===== config.mk =====
export PLATFORM = sky130hd
export DESIGN_NAME = data_sequencer
export DESIGN_NICKNAME = d
export VERILOG_FILES = /design/src/rtl/data_sequencer.sv
export SDC_FILE = /design/constraint.sdc
export NUM_CORES = 1
export LEC_CHECK = 0
export CAP_MARGIN = 40
export CORE_MARGIN = 5
export CORE_UTILIZATION = 40
export CTS_CLUSTER_SIZE = 20
export DETAILED_ROUTE_END_ITERATION = 10
export PLACE_DENSITY = 0.77
export SLEW_MARGIN = 0
export SYNTH_ARGS = -nofsm -noshare
export SYNTH_HDL_FRONTEND = slang
export SYNTH_SLANG_ARGS = --single-unit

===== constraint.sdc =====
create_clock -name clk -period 1.6 [get_ports clk]
set_input_delay 0.32 -clock clk [delete_from_list [all_inputs] [get_ports clk]]
set_output_delay 0.32 -clock clk [all_outputs]
set_load 0.05 [all_outputs]

===== src/rtl/data_sequencer.sv =====
// Two-requester transaction sequencer: arbitrates, latches the winner's payloads and
// drives a fixed SEND_A -> SEND_B -> DONE word sequence toward the data generator.
module data_sequencer #(
    parameter bit FIXED_PRIO = 1'b0
) (
    input  logic        clk,
    input  logic        reset,
    input  logic        req0,
    input  logic        req1,
    input  logic [17:0] a0,
    input  logic [17:0] a1,
    input  logic [29:0] b0,
    input  logic [29:0] b1,
    output logic        ack0,
    output logic        ack1,
    output logic [31:0] dataA,
    output logic [31:0] dataB,
    output logic        busy,
    output logic        grant
);

    typedef enum logic [1:0] {
        IDLE   = 2'd0,
        SEND_A = 2'd1,
        SEND_B = 2'd2,
        DONE   = 2'd3
    } state_t;

    state_t      state_q, state_d;
    logic [17:0] lat_a_q, lat_a_d;
    logic [29:0] lat_b_q, lat_b_d;
    logic        grant_q, grant_d;
    logic        last_q, last_d;
    logic [31:0] data_a_q, data_a_d;
    logic [31:0] data_b_q, data_b_d;
    logic        ack0_q, ack0_d;
    logic        ack1_q, ack1_d;
    logic        busy_q, busy_d;

    logic any_req;
    logic win;

    assign any_req = req0 | req1;

    // On a tie, round-robin favours whoever was not served last.
    always_comb begin
        win = 1'b0;
        if (req0 && req1) begin
            win = FIXED_PRIO ? 1'b0 : ~last_q;
        end else if (req1) begin
            win = 1'b1;
        end
    end

    // State register
    always_ff @(posedge clk or negedge reset) begin
        if (!reset) begin
            state_q  <= IDLE;
            lat_a_q  <= '0;
            lat_b_q  <= '0;
            grant_q  <= 1'b0;
            last_q   <= 1'b1;
            data_a_q <= '0;
            data_b_q <= '0;
            ack0_q   <= 1'b0;
            ack1_q   <= 1'b0;
            busy_q   <= 1'b0;
        end else begin
            state_q  <= state_d;
            lat_a_q  <= lat_a_d;
            lat_b_q  <= lat_b_d;
            grant_q  <= grant_d;
            last_q   <= last_d;
            data_a_q <= data_a_d;
            data_b_q <= data_b_d;
            ack0_q   <= ack0_d;
            ack1_q   <= ack1_d;
            busy_q   <= busy_d;
        end
    end

    // Next-state and datapath capture
    always_comb begin
        state_d = state_q;
        lat_a_d = lat_a_q;
        lat_b_d = lat_b_q;
        grant_d = grant_q;
        last_d  = last_q;
        case (state_q)
            IDLE: begin
                if (any_req) begin
                    state_d = SEND_A;
                    lat_a_d = win ? a1 : a0;
                    lat_b_d = win ? b1 : b0;
                    grant_d = win;
                end
            end
            SEND_A: state_d = SEND_B;
            SEND_B: begin
                state_d = DONE;
                last_d  = grant_q;
            end
            DONE:    state_d = IDLE;
            default: state_d = IDLE;
        endcase
    end

    // Outputs are decoded from the upcoming state so they register alongside it.
    always_comb begin
        data_a_d = '0;
        data_b_d = '0;
        ack0_d   = 1'b0;
        ack1_d   = 1'b0;
        busy_d   = 1'b0;
        case (state_d)
            SEND_A: begin
                data_a_d = {13'd0, 1'b1, lat_a_d};
                busy_d   = 1'b1;
            end
            SEND_B: begin
                data_a_d = {13'd0, 1'b0, lat_a_d};
                data_b_d = {1'b0, 1'b1, lat_b_d};
                busy_d   = 1'b1;
            end
            DONE: begin
                data_a_d = {13'd0, 1'b0, lat_a_d};
                data_b_d = {2'b00, lat_b_d};
                ack0_d   = ~grant_d;
                ack1_d   = grant_d;
                busy_d   = 1'b1;
            end
            default: begin
                data_a_d = '0;
                data_b_d = '0;
            end
        endcase
    end

    assign dataA = data_a_q;
    assign dataB = data_b_q;
    assign ack0  = ack0_q;
    assign ack1  = ack1_q;
    assign busy  = busy_q;
    assign grant = grant_q;

endmodule


==> flow_metrics.env, run 1 <==
export IMPL_status="complete, but fails checks"
export IMPL_violations="negative setup slack"
export IMPL_dp_cells=660
export IMPL_design_core_area_um2=10750
export IMPL_async_flop_share=1.000
export IMPL_cp_common_cell="buf_12"
export IMPL_grt_use_total=0.1580
export IMPL_layout_commonest_cell="dfrtp_1"
export IMPL_place_port_buffers=153
export IMPL_htreeDepth=3
export IMPL_drc=0
export IMPL_fp_dieW_um=114.4
export IMPL_synth_flop_cell="dfrtp_1"
export IMPL_path_cells="clkdlybuf4s50_1 > buf_4 > o21a_4 > buf_12 > clkbuf_16 > buf_12 > a311oi_1"
export IMPL_rows=38
export IMPL_antenna_found_initial=0
export IMPL_area_growth_pct=51.94
export IMPL_cp_top_family="buffers and inverters"
export IMPL_wire_per_inst_um=16.72
export IMPL_finalSetupViolCount=30
export IMPL_drv_cap=0
export IMPL_dr_pass1_iters=5
export IMPL_setup_tns_final_ps=-738.3
export IMPL_critPathCaptureType="flip-flop"
export IMPL_pwr_share_clk=0.128
export IMPL_power_density_nw_per_um2=2017
export IMPL_cp_slowest_cell="clkdlybuf4s50_1"
export IMPL_critPathMaxStageDelay_ps=470
export IMPL_final_cell_count_no_fill=692
export IMPL_switching_share=0.4357
export IMPL_peakVddDrop_mv=0.9429
export IMPL_ant_nets=0
export IMPL_grt_max_degree=62
export IMPL_post_dp_hpwl_um=7560
export IMPL_dieArea_um2=13080
export IMPL_cts_root_buffer="clkbuf_8"
export IMPL_n_fill_cell=855
export IMPL_crit_fanout=11
export IMPL_finalCritPeriodShare=1.038
export IMPL_worstReg2RegStart="state_q[0]$_DFF_PN0_"
export IMPL_p_int_mw=7.532
export IMPL_cts_max_path_buffers=2
export IMPL_rsz0062_at_grt="true"
export IMPL_cp_start_kind="input port"
export IMPL_initial_core_util=0.4053
export IMPL_synth_cell_type_count=28
export IMPL_syn_area_um2=4355
export IMPL_num_io_pins=168
export IMPL_leakage_nw=2.889
export IMPL_avgSynthCellArea_um2=11.46
export IMPL_synth_edf_count=0
export IMPL_synth_seq_cells=105
export IMPL_layout_setup_ws_ps=-61.39
export IMPL_slew_viol_final=0
export IMPL_grt_pass1_vias=3510
export IMPL_switchingPower_mw=5.816
export IMPL_critical_path_arrival_ps=1920
export IMPL_cts_tree="done"
export IMPL_yosys_warnings=0
export IMPL_seq_power_share=0.316
export IMPL_cp_num_buf_inv=5
export IMPL_cts_buffers=9
export IMPL_comb_power_share=0.556
export IMPL_grt_overflow=0
export IMPL_finClkSkew_ps=13.22
export IMPL_vias=3561
export IMPL_setup_worst_path_start="req1"
export IMPL_period_needed_ps=1661
export IMPL_num_nets_final=651
export IMPL_cts_sinks=105
export IMPL_drt_initial_drc_count=137
export IMPL_layout_common_cells="dfrtp_1, clkdlybuf4s50_1, buf_4"
export IMPL_syn_inst=380
export IMPL_die_h_um=114.4
export IMPL_wl_um=11570
export IMPL_via_per_inst=5.146
export IMPL_drive_above_1_share=0.2518
export IMPL_crit_required_ps=1850
export IMPL_worstSetupPathType="input port to flip-flop"
export IMPL_seq_area_frac_synth=0.6036
export IMPL_path_clk_slew_ps=100
export IMPL_hold_violations=0
export IMPL_grt_first_pass_wirelength_um=16420
export IMPL_gp_congestion=0.7480
export IMPL_dp_slack_ps=-422.0
export IMPL_clkLatencyLatePin_ps=350
export IMPL_timing_fmax_mhz=601.9
export IMPL_diodes=0
export IMPL_hp_class="input port to asynchronous set/reset pin"
==> timing repair <==
action                     4_1_cts  5_1_grt
hold buffers                     1        0
setup endpoints to repair       29       56
hold endpoints to repair        15        0
pin swaps                        1        0
resized for setup                2       31
gates cloned                     1        6
buffers inserted                 1        7
==> path summary, 6_finish.rpt <==
check / to / slack, ps / cells after the start
max in group asynchronous: lat_b_q[28]$_DFF_PN0_ / 610 / 3
min in group clk: grant$_DFF_PN0_ / 420 / 2
min: dataA[10]$_DFF_PN0_ / 370 / 2
min reg2reg: lat_b_q[27]$_DFF_PN0_ / 520 / 2
max reg2reg: dataA[1]$_DFF_PN0_ / -50 / 7
max: dataA[1]$_DFF_PN0_ / -60 / 7
==> power by group through the flow <==
stage,Combinational (mW),Sequential (mW),Clock (mW)
floorplan,2.76,5.91,0
global placement,6.23,4.24,0
detailed placement,6.46,4.28,0
CTS,6.63,4.22,1.75
global route,7.93,4.32,1.88
finish,7.42,4.22,1.71
==> synthesized netlist by cell type, drive strengths merged (4+ instances only) <==
| cell type | instances | area share |
|---|---|---|
| a21oi | 32 | 0.039 |
| mux2i | 30 | 0.069 |
| clkbuf | 7 | 0.0060 |
| dfrtp | 104 | 0.60 |
| a31oi | 19 | 0.027 |
| a311oi | 18 | 0.036 |
| nor2 | 49 | 0.042 |
| nand2 | 37 | 0.032 |
| ha | 4 | 0.011 |
| buf | 34 | 0.057 |
| a211oi | 30 | 0.052 |
| inv | 4 | 0.0034 |
==> final cells by class <==
cell class,count,area (um2),area share
clock inverter,5,62.56,0.009454
clock buffer,11,151.4,0.02288
multi-input combinational,243,1644,0.2484
tap,140,175.2,0.02647
inverter,4,15.01,0.002269
timing repair buffer,184,1941,0.2932
sequential,105,2629,0.3972
==> metrics by stage <==
stage	hold slack, ps	util	total power [mW]	instance area [um2]
finish	374.9	0.6159	13.35	6618
CTS	372.8	0.5807	12.60	6240
global route	379.8	0.6159	14.13	6618
floorplan	24.41	-	8.667	4417
global placement	212.7	0.5552	10.47	5966
detailed placement	215.7	0.5552	10.74	5966
==> flip-flops by register name, indices dropped and copies added, names as in the netlist <==
register	cells
ack0	1
last_q	1
ack1	1
lat_a_q	18
state_q	2
dataA	19
grant	1
busy	1
dataB	31
lat_b_q	30
==> layer usage <==
metal | wire, um | track usage
met2 | 6053 | 0.2631
met5 | 0 | 0
met1 | 4632 | 0.2021
met4 | 99 | 0.04909
met3 | 787 | 0.04228
==> kinds of logic (layout without fill, tap and decap cells) <==
group	after synthesis	after routing	synth area share
flip-flops	105	105	0.6036
other	1	14	0.0008610
multiplexers	31	31	0.07153
AO/OA/AOI/OAI	103	103	0.1623
AND/OR/NAND/NOR	91	91	0.08331
buffers and inverters	45	204	0.06693
adder cells (fa/ha/maj)	4	4	0.01149
(Power assumes the default switching activity.)
==> inputs of run 2 (changes only) <==
CELL_PAD_IN_SITES_DETAIL_PLACEMENT = 1   (was not set)
CELL_PAD_IN_SITES_GLOBAL_PLACEMENT = 2   (was not set)
CORE_UTILIZATION = 24   (was 40)
GPL_TIMING_DRIVEN = 0   (was not set)
PLACE_DENSITY = 0.76   (was 0.77)
==> run 2 against run 1 <==
The run still ends with negative setup slack left. Routed wire length increased by 21%. Sequential share of layout area decreased by 1.7 points. Non-clock buffer count increased by 20. Sequential cell count unchanged. Largest power group unchanged.
==> flow_metrics.env, run 2 (synthesized netlist as in run 1, its figures left out) <==
export IMPL_antenna_found_initial=0
export IMPL_leakage_nw=3.070
export IMPL_hold_path_endpoint="lat_b_q[20]$_DFF_PN0_"
export IMPL_hold_violations=0
export IMPL_drt_initial_drc_count=148
export IMPL_num_nets_final=671
export IMPL_tightest_slew_ps=578.7
export IMPL_cts_max_path_buffers=2
export IMPL_dieArea_um2=20940
export IMPL_design_core_area_um2=17900
export IMPL_largest_reg_flops=31
export IMPL_area_growth_pct=58.75
export IMPL_drive_above_1_share=0.1801
export IMPL_hp_class="flip-flop to flip-flop"
export IMPL_worstSetupPathType="flip-flop to flip-flop"
export IMPL_cts_buffers=9
export IMPL_status="complete, but fails checks"
export IMPL_whs_ps=510.9
export IMPL_p_int_mw=8.126
export IMPL_slew_viol_final=0
export IMPL_cts_root_buffer="clkbuf_16"
export IMPL_timing_rr_end="dataA[10]$_DFF_PN0_"
export IMPL_ant_nets=0
export IMPL_die_h_um=144.7
export IMPL_drv_cap=0
export IMPL_fp_dieW_um=144.7
export IMPL_grt_use_total=0.1361
export IMPL_finalCritPeriodShare=1.079
export IMPL_peakVddDrop_mv=0.8492
export IMPL_worstReg2RegStart="state_q[0]$_DFF_PN0_"
export IMPL_wire_per_inst_um=17.50
export IMPL_crit_required_ps=1810
export IMPL_grt_max_degree=64
export IMPL_hp_start="lat_b_q[20]$_DFF_PN0_"
export IMPL_period_needed_ps=1727
export IMPL_dp_slack_ps=-633.6
export IMPL_critical_path_arrival_ps=1930
export IMPL_cts_tree="done"
export IMPL_final_cell_count_no_fill=801
export IMPL_switchingPower_mw=6.081
export IMPL_path_clk_slew_ps=70
export IMPL_grt_pass1_vias=4068
export IMPL_dp_cells=776
export IMPL_crit_fanout=5
export IMPL_rr_worst_depth=7
export IMPL_initial_core_util=0.2433
export IMPL_post_dp_hpwl_um=10390
export IMPL_pwr_share_clk=0.179
export IMPL_dr_pass1_iters=4
export IMPL_cts_sinks=105
export IMPL_n_fill_cell=1984
export IMPL_comb_power_share=0.526
export IMPL_slew_headroom=0.6142
export IMPL_layout_common_cells="dfrtp_1, clkdlybuf4s50_1, dlygate4sd2_1"
export IMPL_grt_overflow=0
export IMPL_layout_commonest_cell="dfrtp_1"
export IMPL_finalSetupViolCount=23
export IMPL_drc=0
export IMPL_grt_first_pass_wirelength_um=22000
export IMPL_place_port_buffers=153
export IMPL_via_per_inst=4.524
export IMPL_cp_start_kind="flip-flop"
export IMPL_rsz0062_at_grt="true"
export IMPL_vias=3624
export IMPL_wl_um=14010
export IMPL_diodes=0
export IMPL_finClkSkew_ps=5.990
export IMPL_htreeDepth=3
export IMPL_switching_share=0.4280
export IMPL_rows=49
export IMPL_timing_fmax_mhz=579.0
export IMPL_gp_congestion=0.7166
export IMPL_seq_power_share=0.295
export IMPL_violations="negative setup slack"
export IMPL_num_io_pins=168
export IMPL_critPathCaptureType="flip-flop"
export IMPL_layout_setup_ws_ps=-127.0
export IMPL_clkLatencyLatePin_ps=340
export IMPL_power_density_nw_per_um2=2055
export IMPL_r2r_setup_slack_ps=-130
export IMPL_hold_path_depth=2
==> run 2: changes by cell type in the layout (fill, tap and decap cells not counted), sizes merged <==
cell	delta
buf	-33
bufinv	+2
clkbuf	-2
clkdlybuf4s15	+6
clkdlybuf4s50	-1
clkinv	+1
clkinvlp	-1
dlygate4sd2	+50
dlymetal6s2s	-1
inv	-1
==> run 2: power groups by stage <==
stage,clock (mW),sequential (mW),combinational [mW]
floorplan,0,5.91,2.76
global placement,0,4.24,6.61
detailed placement,0,4.27,6.82
CTS,2.63,4.21,7.35
global route,2.75,4.31,8.07
finish,2.54,4.19,7.48
==> run 2: metal layers <==
metal / track usage / share of wire / vias up
met2: 0.2265 / 0.50 / 100
met3: 0.03319 / 0.069 / 13
met1: 0.1752 / 0.42 / 1807
met4: 0.04271 / 0.013 / 0
met5: 0 / 0 / -
li1: - / - / 1704
==> run 2: worst max path at each step <==
stage,endpoint,start,slack [ps],cells after the start
2_1_floorplan,dataA[16]$_DFF_PN0_,state_q[0]$_DFF_PN0_,-30,6
3_3_place_gp,dataB[20]$_DFF_PN0_,reset,-3770,1
3_5_place_dp,dataB[23]$_DFF_PN0_,req1,-630,6
4_1_cts,dataA[17]$_DFF_PN0_,state_q[0]$_DFF_PN0_,-200,6
5_1_grt,dataA[15]$_DFF_PN0_,state_q[0]$_DFF_PN0_,-180,7
6_report,dataA[10]$_DFF_PN0_,state_q[0]$_DFF_PN0_,-130,7
==> run 2: worst max-delay path: stages, from the launching register on <==
cell and delay, ps:
dfrtp_1 410, inv_2 100, ha_4 120, or4b_4 470, a21oi_4 170, buf_12 140, buf_8 130, a311oi_2 40
==> run 2: per-stage QoR <==
stage | TNS [ps] | util | instance area [um2] | total power, mW
after global routing | -7778 | 0.3862 | 6914 | 15.14
final | -1919 | 0.3862 | 6914 | 14.21
after floorplan | -297.4 | - | 4417 | 8.667
after detailed placement | -53980 | 0.3497 | 6260 | 11.09
after CTS | -3180 | 0.3826 | 6849 | 14.19
after global placement | -446610 | 0.3483 | 6235 | 10.85
==> run 2: final cells by class <==
| cell class | instances | area (um2) | share of cell area |
|---|---|---|---|
| clock buffer | 10 | 239.0 | 0.03456 |
| multi-input combinational | 243 | 1644 | 0.2378 |
| clock inverter | 6 | 105.1 | 0.01520 |
| sequential | 105 | 2629 | 0.3802 |
| tap | 229 | 286.5 | 0.04144 |
| inverter | 4 | 15.01 | 0.002172 |
| buffer | 40 | 382.9 | 0.05537 |
| timing repair buffer | 164 | 1613 | 0.2333 |
==> run 2: timing repair <==
item,CTS,global route
buffers inserted,7,1
hold buffers,1,0
cloned,1,0
hold endpoints to repair,34,0
endpoints found under the setup margin,151,102
gates resized for setup,121,18
pin swaps,1,1
